<file path="config.mk">
export PLATFORM = sky130hd
export DESIGN_NAME = sad_block_accum
export DESIGN_NICKNAME = d
export VERILOG_FILES = /design/src/rtl/sad_pkg.sv /design/src/rtl/abs_diff_8bit.sv /design/src/rtl/sad_block_accum.sv
export SDC_FILE = /design/constraint.sdc
export NUM_CORES = 1
export LEC_CHECK = 0
export CORE_UTILIZATION = 41
export DETAILED_ROUTE_END_ITERATION = 10
export SLEW_MARGIN = 25
export SYNTH_ARGS = -nofsm -noshare
export SYNTH_HDL_FRONTEND = slang
export SYNTH_HIERARCHICAL = 1
export SYNTH_SLANG_ARGS = --single-unit
</file>
<file path="constraint.sdc">
create_clock -name clk -period 2.5 [get_ports clk]
set_input_delay 0.5 -clock clk [delete_from_list [all_inputs] [get_ports clk]]
set_output_delay 0.5 -clock clk [all_outputs]
set_load 0.01 [all_outputs]
</file>
<file path="src/rtl/sad_pkg.sv">
// Shared definitions for the SAD engines and the hexagon search controller:
// state encoding, default widths and the accumulator width derivation.
package sad_pkg;

  localparam int PIX_W_DEF      = 8;
  localparam int BLK_PIXELS_DEF = 16;
  localparam int ID_W_DEF       = 3;

  typedef enum logic [1:0] {
    IDLE  = 2'd0,
    ACCUM = 2'd1,
    DRAIN = 2'd2,
    DONE  = 2'd3
  } sad_state_e;

  // Accumulator width that holds BLK_PIXELS * (2^PIX_W - 1) without overflow.
  function automatic int sad_width(input int pix_w, input int blk_pixels);
    return pix_w + $clog2(blk_pixels);
  endfunction

endpackage

</file>
<file path="src/rtl/abs_diff_8bit.sv">
// Carry-select absolute difference |a - b| of two unsigned pixels.
// Both two's-complement differences are formed; the carry-out of a-b picks one.
module abs_diff_8bit #(
  parameter int PIX_W = 8
) (
  input  logic [PIX_W-1:0] a,
  input  logic [PIX_W-1:0] b,
  output logic [PIX_W-1:0] diff
);

  logic [PIX_W:0] a_minus_b_s;
  logic [PIX_W:0] b_minus_a_s;

  // Carry-out of a + ~b + 1 is set exactly when a >= b.
  always_comb begin
    a_minus_b_s = {1'b0, a} + {1'b0, ~b} + {{PIX_W{1'b0}}, 1'b1};
    b_minus_a_s = {1'b0, b} + {1'b0, ~a} + {{PIX_W{1'b0}}, 1'b1};
    if (a_minus_b_s[PIX_W]) begin
      diff = a_minus_b_s[PIX_W-1:0];
    end else begin
      diff = b_minus_a_s[PIX_W-1:0];
    end
  end

endmodule

</file>
<file path="src/rtl/sad_block_accum.sv">
// Streaming SAD accumulator for one block plus best-candidate tracking
// across the search points of a hexagon step.
module sad_block_accum
  import sad_pkg::*;
#(
  parameter  int PIX_W      = PIX_W_DEF,
  parameter  int BLK_PIXELS = BLK_PIXELS_DEF,
  parameter  int ID_W       = ID_W_DEF,
  localparam int SAD_W      = sad_width(PIX_W, BLK_PIXELS)
) (
  input  logic             clk,
  input  logic             rst_n,
  input  logic             start,
  input  logic [ID_W-1:0]  cand_id,
  input  logic             clear_best,
  input  logic             in_valid,
  output logic             in_ready,
  input  logic [PIX_W-1:0] cur_pix,
  input  logic [PIX_W-1:0] ref_pix,
  output logic             sad_valid,
  input  logic             sad_ready,
  output logic [SAD_W-1:0] sad_out,
  output logic [ID_W-1:0]  sad_id,
  output logic [SAD_W-1:0] best_sad,
  output logic [ID_W-1:0]  best_id,
  output logic             busy
);

  localparam int CNT_W = $clog2(BLK_PIXELS) + 1;
  localparam logic [CNT_W-1:0] CNT_LAST = CNT_W'(BLK_PIXELS - 1);
  localparam logic [CNT_W-1:0] CNT_FULL = CNT_W'(BLK_PIXELS);
  localparam logic [CNT_W-1:0] CNT_ONE  = CNT_W'(1);

  sad_state_e       state_r;
  sad_state_e       state_s;
  logic [CNT_W-1:0] take_cnt_r;
  logic [CNT_W-1:0] absorb_cnt_r;
  logic [PIX_W-1:0] diff_s;
  logic [PIX_W-1:0] diff_r;
  logic             diff_vld_r;
  logic [SAD_W-1:0] acc_r;
  logic [ID_W-1:0]  id_r;
  logic [SAD_W-1:0] sad_out_r;
  logic [ID_W-1:0]  sad_id_r;
  logic [SAD_W-1:0] best_sad_r;
  logic [ID_W-1:0]  best_id_r;
  logic             take_s;
  logic             sad_hs_s;
  logic             begin_s;
  logic             finish_s;

  abs_diff_8bit #(.PIX_W(PIX_W)) u_abs_diff (
    .a    (cur_pix),
    .b    (ref_pix),
    .diff (diff_s)
  );

  assign in_ready  = (state_r == ACCUM);
  assign sad_valid = (state_r == DONE);
  assign busy      = (state_r != IDLE);
  assign sad_out   = sad_out_r;
  assign sad_id    = sad_id_r;
  assign best_sad  = best_sad_r;
  assign best_id   = best_id_r;

  assign take_s   = in_valid && (state_r == ACCUM);
  assign sad_hs_s = sad_ready && (state_r == DONE);
  assign begin_s  = start && (state_r == IDLE);
  assign finish_s = (state_r == DRAIN) && (absorb_cnt_r == CNT_FULL);

  // State register.
  always_ff @(posedge clk or negedge rst_n) begin
    if (!rst_n) begin
      state_r <= IDLE;
    end else begin
      state_r <= state_s;
    end
  end

  // Next-state logic.
  always_comb begin
    state_s = state_r;
    case (state_r)
      IDLE: begin
        if (start) state_s = ACCUM;
        else       state_s = IDLE;
      end
      ACCUM: begin
        if (take_s && (take_cnt_r == CNT_LAST)) state_s = DRAIN;
        else                                    state_s = ACCUM;
      end
      DRAIN: begin
        if (absorb_cnt_r == CNT_FULL) state_s = DONE;
        else                          state_s = DRAIN;
      end
      DONE: begin
        if (sad_ready) state_s = IDLE;
        else           state_s = DONE;
      end
      default: state_s = IDLE;
    endcase
  end

  // Two-stage datapath: registered |cur-ref|, then accumulation.
  always_ff @(posedge clk or negedge rst_n) begin
    if (!rst_n) begin
      take_cnt_r   <= {CNT_W{1'b0}};
      absorb_cnt_r <= {CNT_W{1'b0}};
      diff_r       <= {PIX_W{1'b0}};
      diff_vld_r   <= 1'b0;
      acc_r        <= {SAD_W{1'b0}};
      id_r         <= {ID_W{1'b0}};
    end else if (begin_s) begin
      take_cnt_r   <= {CNT_W{1'b0}};
      absorb_cnt_r <= {CNT_W{1'b0}};
      diff_vld_r   <= 1'b0;
      acc_r        <= {SAD_W{1'b0}};
      id_r         <= cand_id;
    end else begin
      diff_vld_r <= take_s;
      if (take_s) begin
        diff_r     <= diff_s;
        take_cnt_r <= take_cnt_r + CNT_ONE;
      end else begin
        diff_r     <= diff_r;
        take_cnt_r <= take_cnt_r;
      end
      if (diff_vld_r) begin
        acc_r        <= acc_r + {{(SAD_W-PIX_W){1'b0}}, diff_r};
        absorb_cnt_r <= absorb_cnt_r + CNT_ONE;
      end else begin
        acc_r        <= acc_r;
        absorb_cnt_r <= absorb_cnt_r;
      end
    end
  end

  // Result register: captured on entry to DONE, held through backpressure.
  always_ff @(posedge clk or negedge rst_n) begin
    if (!rst_n) begin
      sad_out_r <= {SAD_W{1'b0}};
      sad_id_r  <= {ID_W{1'b0}};
    end else if (finish_s) begin
      sad_out_r <= acc_r;
      sad_id_r  <= id_r;
    end else begin
      sad_out_r <= sad_out_r;
      sad_id_r  <= sad_id_r;
    end
  end

  // Best tracker: strict less-than keeps the earlier ID on ties; clear wins.
  always_ff @(posedge clk or negedge rst_n) begin
    if (!rst_n) begin
      best_sad_r <= {SAD_W{1'b1}};
      best_id_r  <= {ID_W{1'b0}};
    end else if (clear_best) begin
      best_sad_r <= {SAD_W{1'b1}};
      best_id_r  <= {ID_W{1'b0}};
    end else if (sad_hs_s && (sad_out_r < best_sad_r)) begin
      best_sad_r <= sad_out_r;
      best_id_r  <= sad_id_r;
    end else begin
      best_sad_r <= best_sad_r;
      best_id_r  <= best_id_r;
    end
  end

endmodule
</file>
==> reports/metrics.csv, run 1 <==
stage,metric,value,unit
status,status,"complete, no violations",
floorplan,Core Area,9819,sq um
global_routing,first-pass GRT wire length,13390,um
power_and_ir_drop,Pwr per Cell Area,848.9,nW/um^2
power_and_ir_drop,total power draw,0.004442,W
placed_design,global placement routability congestion,0.8265,
routing,remaining antenna violation count after routing,0,
finish,"commonest cells after routing, fill and taps aside","clkdlybuf4s50_1 (56), nand2_1 (55), dfrtp_1 (54), nor2_1 (42), ha_1 (40)",
setup_path,CP Capture Type,register,
finish,ANT cells,0,
cts,"Setup Fix Bufs, Post-CTS",0,
routing,vias,3130,
global_routing,total global routing overflow,0,
placed_design,hpwl dp,6042,um
floorplan,I/O pins,58,
setup_path,Worst Path Required,2790,ps
timing,fin crit period,2316,ps
timing,Final setup viols,0,
cts,root buf cell,clkbuf_8,
timing,Worst Clk Skew,11.59,ps
finish,Total Nets Final,576,
global_routing,largest net degree at the start of global routing,67,
floorplan,row cnt,36,
routing,initial detailed-routing violation count,108,
routing,DRT Pass-1 Iters,4,
timing,Slew headroom,0.6355,
finish,Layout Area Growth over Synthesis,25.70,%
setup_path,CP Max Fanout,7,
setup_path,max incr delay on CP,480,ps
timing,RSZ-0062 raised after global routing,false,
cts,number of buffers created by CTS,9,
finish,ratio of cells with drive above 1 in the final layout,0.1462,
logic_synthesis,syn nets,496,
timing,Least-Margin Pin Slew,544.4,ps
logic_synthesis,"Distinct cells, synth",55,
setup_path,crit path launch type,input pin,
cts,CTS tree,yes,
logic_synthesis,register area share after synthesis,0.4004,
timing,final setup TNS,0,ps
cts,CTS Sinks,66,
logic_synthesis,Mapped Avg Cell Area,9.726,sq um
setup_path,kind of critical path,in -> reg,
placed_design,IO Port Bufs,57,
finish,cell area after layout,5233,sq um
logic_synthesis,Yosys reg bits,66,
routing,drt via density,4.845,
placed_design,DP Area,5031,sq um
cts,Clock Path Buffers,2,
worst_hold_path,HP Class,in -> async,
logic_synthesis,Mapped Cells,428,
cts,H-tree depth,3,
floorplan,Die Wd,102.8,um
cts,clk slew on worst S/H paths,70,ps
floorplan,effective utilization at floorplan,0.4239,
cts,clock latency on the worst-skew pair,350,ps
routing,wire length per cell,12.29,um
timing,final period utilization,0.9265,
power_and_ir_drop,worst ir drop on vdd,324.9,uV
timing,Hold Fails Final Rpt,0,
timing,Max Clk Rate,0.4317,GHz
setup_path,most frequent CP cell,nand2_1,
timing,Slew Limit Fails,0,
routing,total wire length,7940,um
global_routing,GR Util All Layers,0.1632,
finish,Layout fillers,954,
global_routing,vias in the first global route,2981,
finish,"commonest non-fill, non-tap cell in the layout",clkdlybuf4s50_1,
logic_synthesis,Syn. warnings,6,
cts,cts hold-fix bufs,0,
setup_path,worst path arrival time,2600,ps
flow_run,max cap viols,0,
floorplan,Die Area,10560,sq um
cts,post-CTS sizing,0,
global_routing,initial antenna violation count,0,
logic_synthesis,Post-Syn Area,4163,sq um
setup_path,critical path's slowest cell,clkdlybuf4s50_1,
finish,"Core Util, Final",0.5329,
routing,DRC,0,
power_and_ir_drop,LEAKAGE,2.568,nW
floorplan,Die Ht,102.8,um
setup_path,worst path cell trace,"clkdlybuf4s50_1, inv_1, ha_1, a21o_1, a31oi_4, a21boi_4, mux2i_1, xor2_1, nand2_1, nand2_1",
-- kinds of logic (layout without fill, tap and decap cells) --
family                     count (synthesis)  in the layout  share of synthesized area
AOI/OAI and AO/OA                         68             68                     0.1103
adders and majority gates                 43             43                     0.1347
xor gates and xnor gates                  15             15                    0.03156
and+or+nand+nor                          143            143                     0.1632
buffers and inverters                     50            135                    0.05169
muxes                                     43             43                     0.1082
DFF                                       66             66                     0.4004
-- Yosys cell counts (all sizes together) --
library cell,instances,area [sq um]
and4b,1,10.01
nand4,6,37.54
buf,6,50.03
clkbuf,7,26.28
a21boi,3,33.78
mux2,16,180.2
a21oi,30,165.2
or3b,1,8.760
nor3b,1,12.51
xnor2,5,43.79
nor2,43,163.9
o21bai,1,7.510
a311oi,1,8.760
mux2i,27,270.3
nand2,55,206.5
o211ai,2,15.01
dfstp,12,315.3
nand4b,1,8.760
nor2b,4,25.02
a2111o,1,11.26
inv,37,138.9
fa,3,60.06
nand3,5,30.03
o31a,1,8.760
o21a,2,15.01
or3,2,12.51
dfrtp,54,1351
and2,3,18.77
a21o,5,37.54
and3,4,26.28
nand2b,11,76.32
a31oi,4,40.04
o21ai,16,87.58
nor3,5,36.29
a211oi,1,20.02
a211o,1,8.760
ha,40,500.5
or2,1,6.260
xor2,10,87.58
-- sequential cells by signal (all words and copies together) (netlist names) --
name,cells
best_id,3
absorb_cnt_r,5
state_r,2
best_sad,12
sad_out,12
sad_id,3
diff_vld_r,1
acc_r,12
take_cnt_r,5
diff_r,8
id_r,3
-- metal layers --
layer / track usage / part of all wire / vias to the layer above
met1: 0.2054 / 0.48 / 1457
met4: 0.07801 / 0.021 / 0
met3: 0.02847 / 0.028 / 11
met5: 0 / 0 / -
met2: 0.2723 / 0.47 / 57
li1: - / - / 1605
-- path summary, 6_finish.rpt --
| check | from | endpoint | slack [ps] | cells after the start |
|---|---|---|---|---|
| worst max-delay path | cur_pix[5] | diff_r[2] | 180 | 10 |
| worst min-delay path | rst_n | sad_out[4] | 160 | 2 |
| worst max register to register | best_sad[7] | best_sad[7] | 520 | 8 |
| worst min register to register | id_r[1] | id_r[1] | 480 | 2 |
| max in group asynchronous | rst_n | best_sad[11] | 2020 | 2 |
| min in group clk | id_r[1] | id_r[1] | 480 | 2 |
-- worst max-delay path, delay by kind of cell --
kind                     cells  cell delay (ps)
adder cells (fa/ha/maj)      1              300
buffers and inverters        2              530
AND/OR/NAND/NOR              2              110
XOR/XNOR                     1              160
multiplexers                 1              270
AO/OA/AOI/OAI                3              740
-- layout make-up --
| cell class | count | area [sq um] | area share |
|---|---|---|---|
| inverter | 37 | 138.9 | 0.02654 |
| multi-input combinational | 312 | 2281 | 0.4359 |
| timing repair buffer | 82 | 778.2 | 0.1487 |
| sequential | 66 | 1667 | 0.3185 |
| tap | 133 | 166.4 | 0.03180 |
| clock buffer | 10 | 137.6 | 0.02630 |
| clock inverter | 6 | 63.81 | 0.01220 |
-- through the flow --
step	instances	hold WS [ps]	setup WS, ps
floorplan	428	204.4	329.8
global placement	630	457.1	-120.0
detailed placement	630	465.8	-172.6
CTS	646	160.8	184.3
global route	646	176.2	51.46
finish	646	160.6	183.6
-- power by group --
part | switching, W | internal (W) | leakage (nW) | total, W
registers | 0.000302 | 0.00141 | 0.828 | 0.00171
logic | 0.000943 | 0.000878 | 1.64 | 0.00182
clock network | 0.000426 | 0.000487 | 0.0987 | 0.000913
total | 0.00167 | 0.00277 | 2.57 | 0.00444
Note: power is estimated with default switching activity, not from simulation.
==> run 2, diff against run 1 <==
--- a/config.mk
+++ b/config.mk
@@ -7,6 +7,7 @@
 export LEC_CHECK = 0
 export CORE_UTILIZATION = 41
 export DETAILED_ROUTE_END_ITERATION = 10
+export HOLD_SLACK_MARGIN = 0.1
 export SLEW_MARGIN = 25
 export SYNTH_ARGS = -nofsm -noshare
 export SYNTH_HDL_FRONTEND = slang
==> results of run 2 <==
Same layout as run 1: the final DEF is identical, and so are final timing and power.
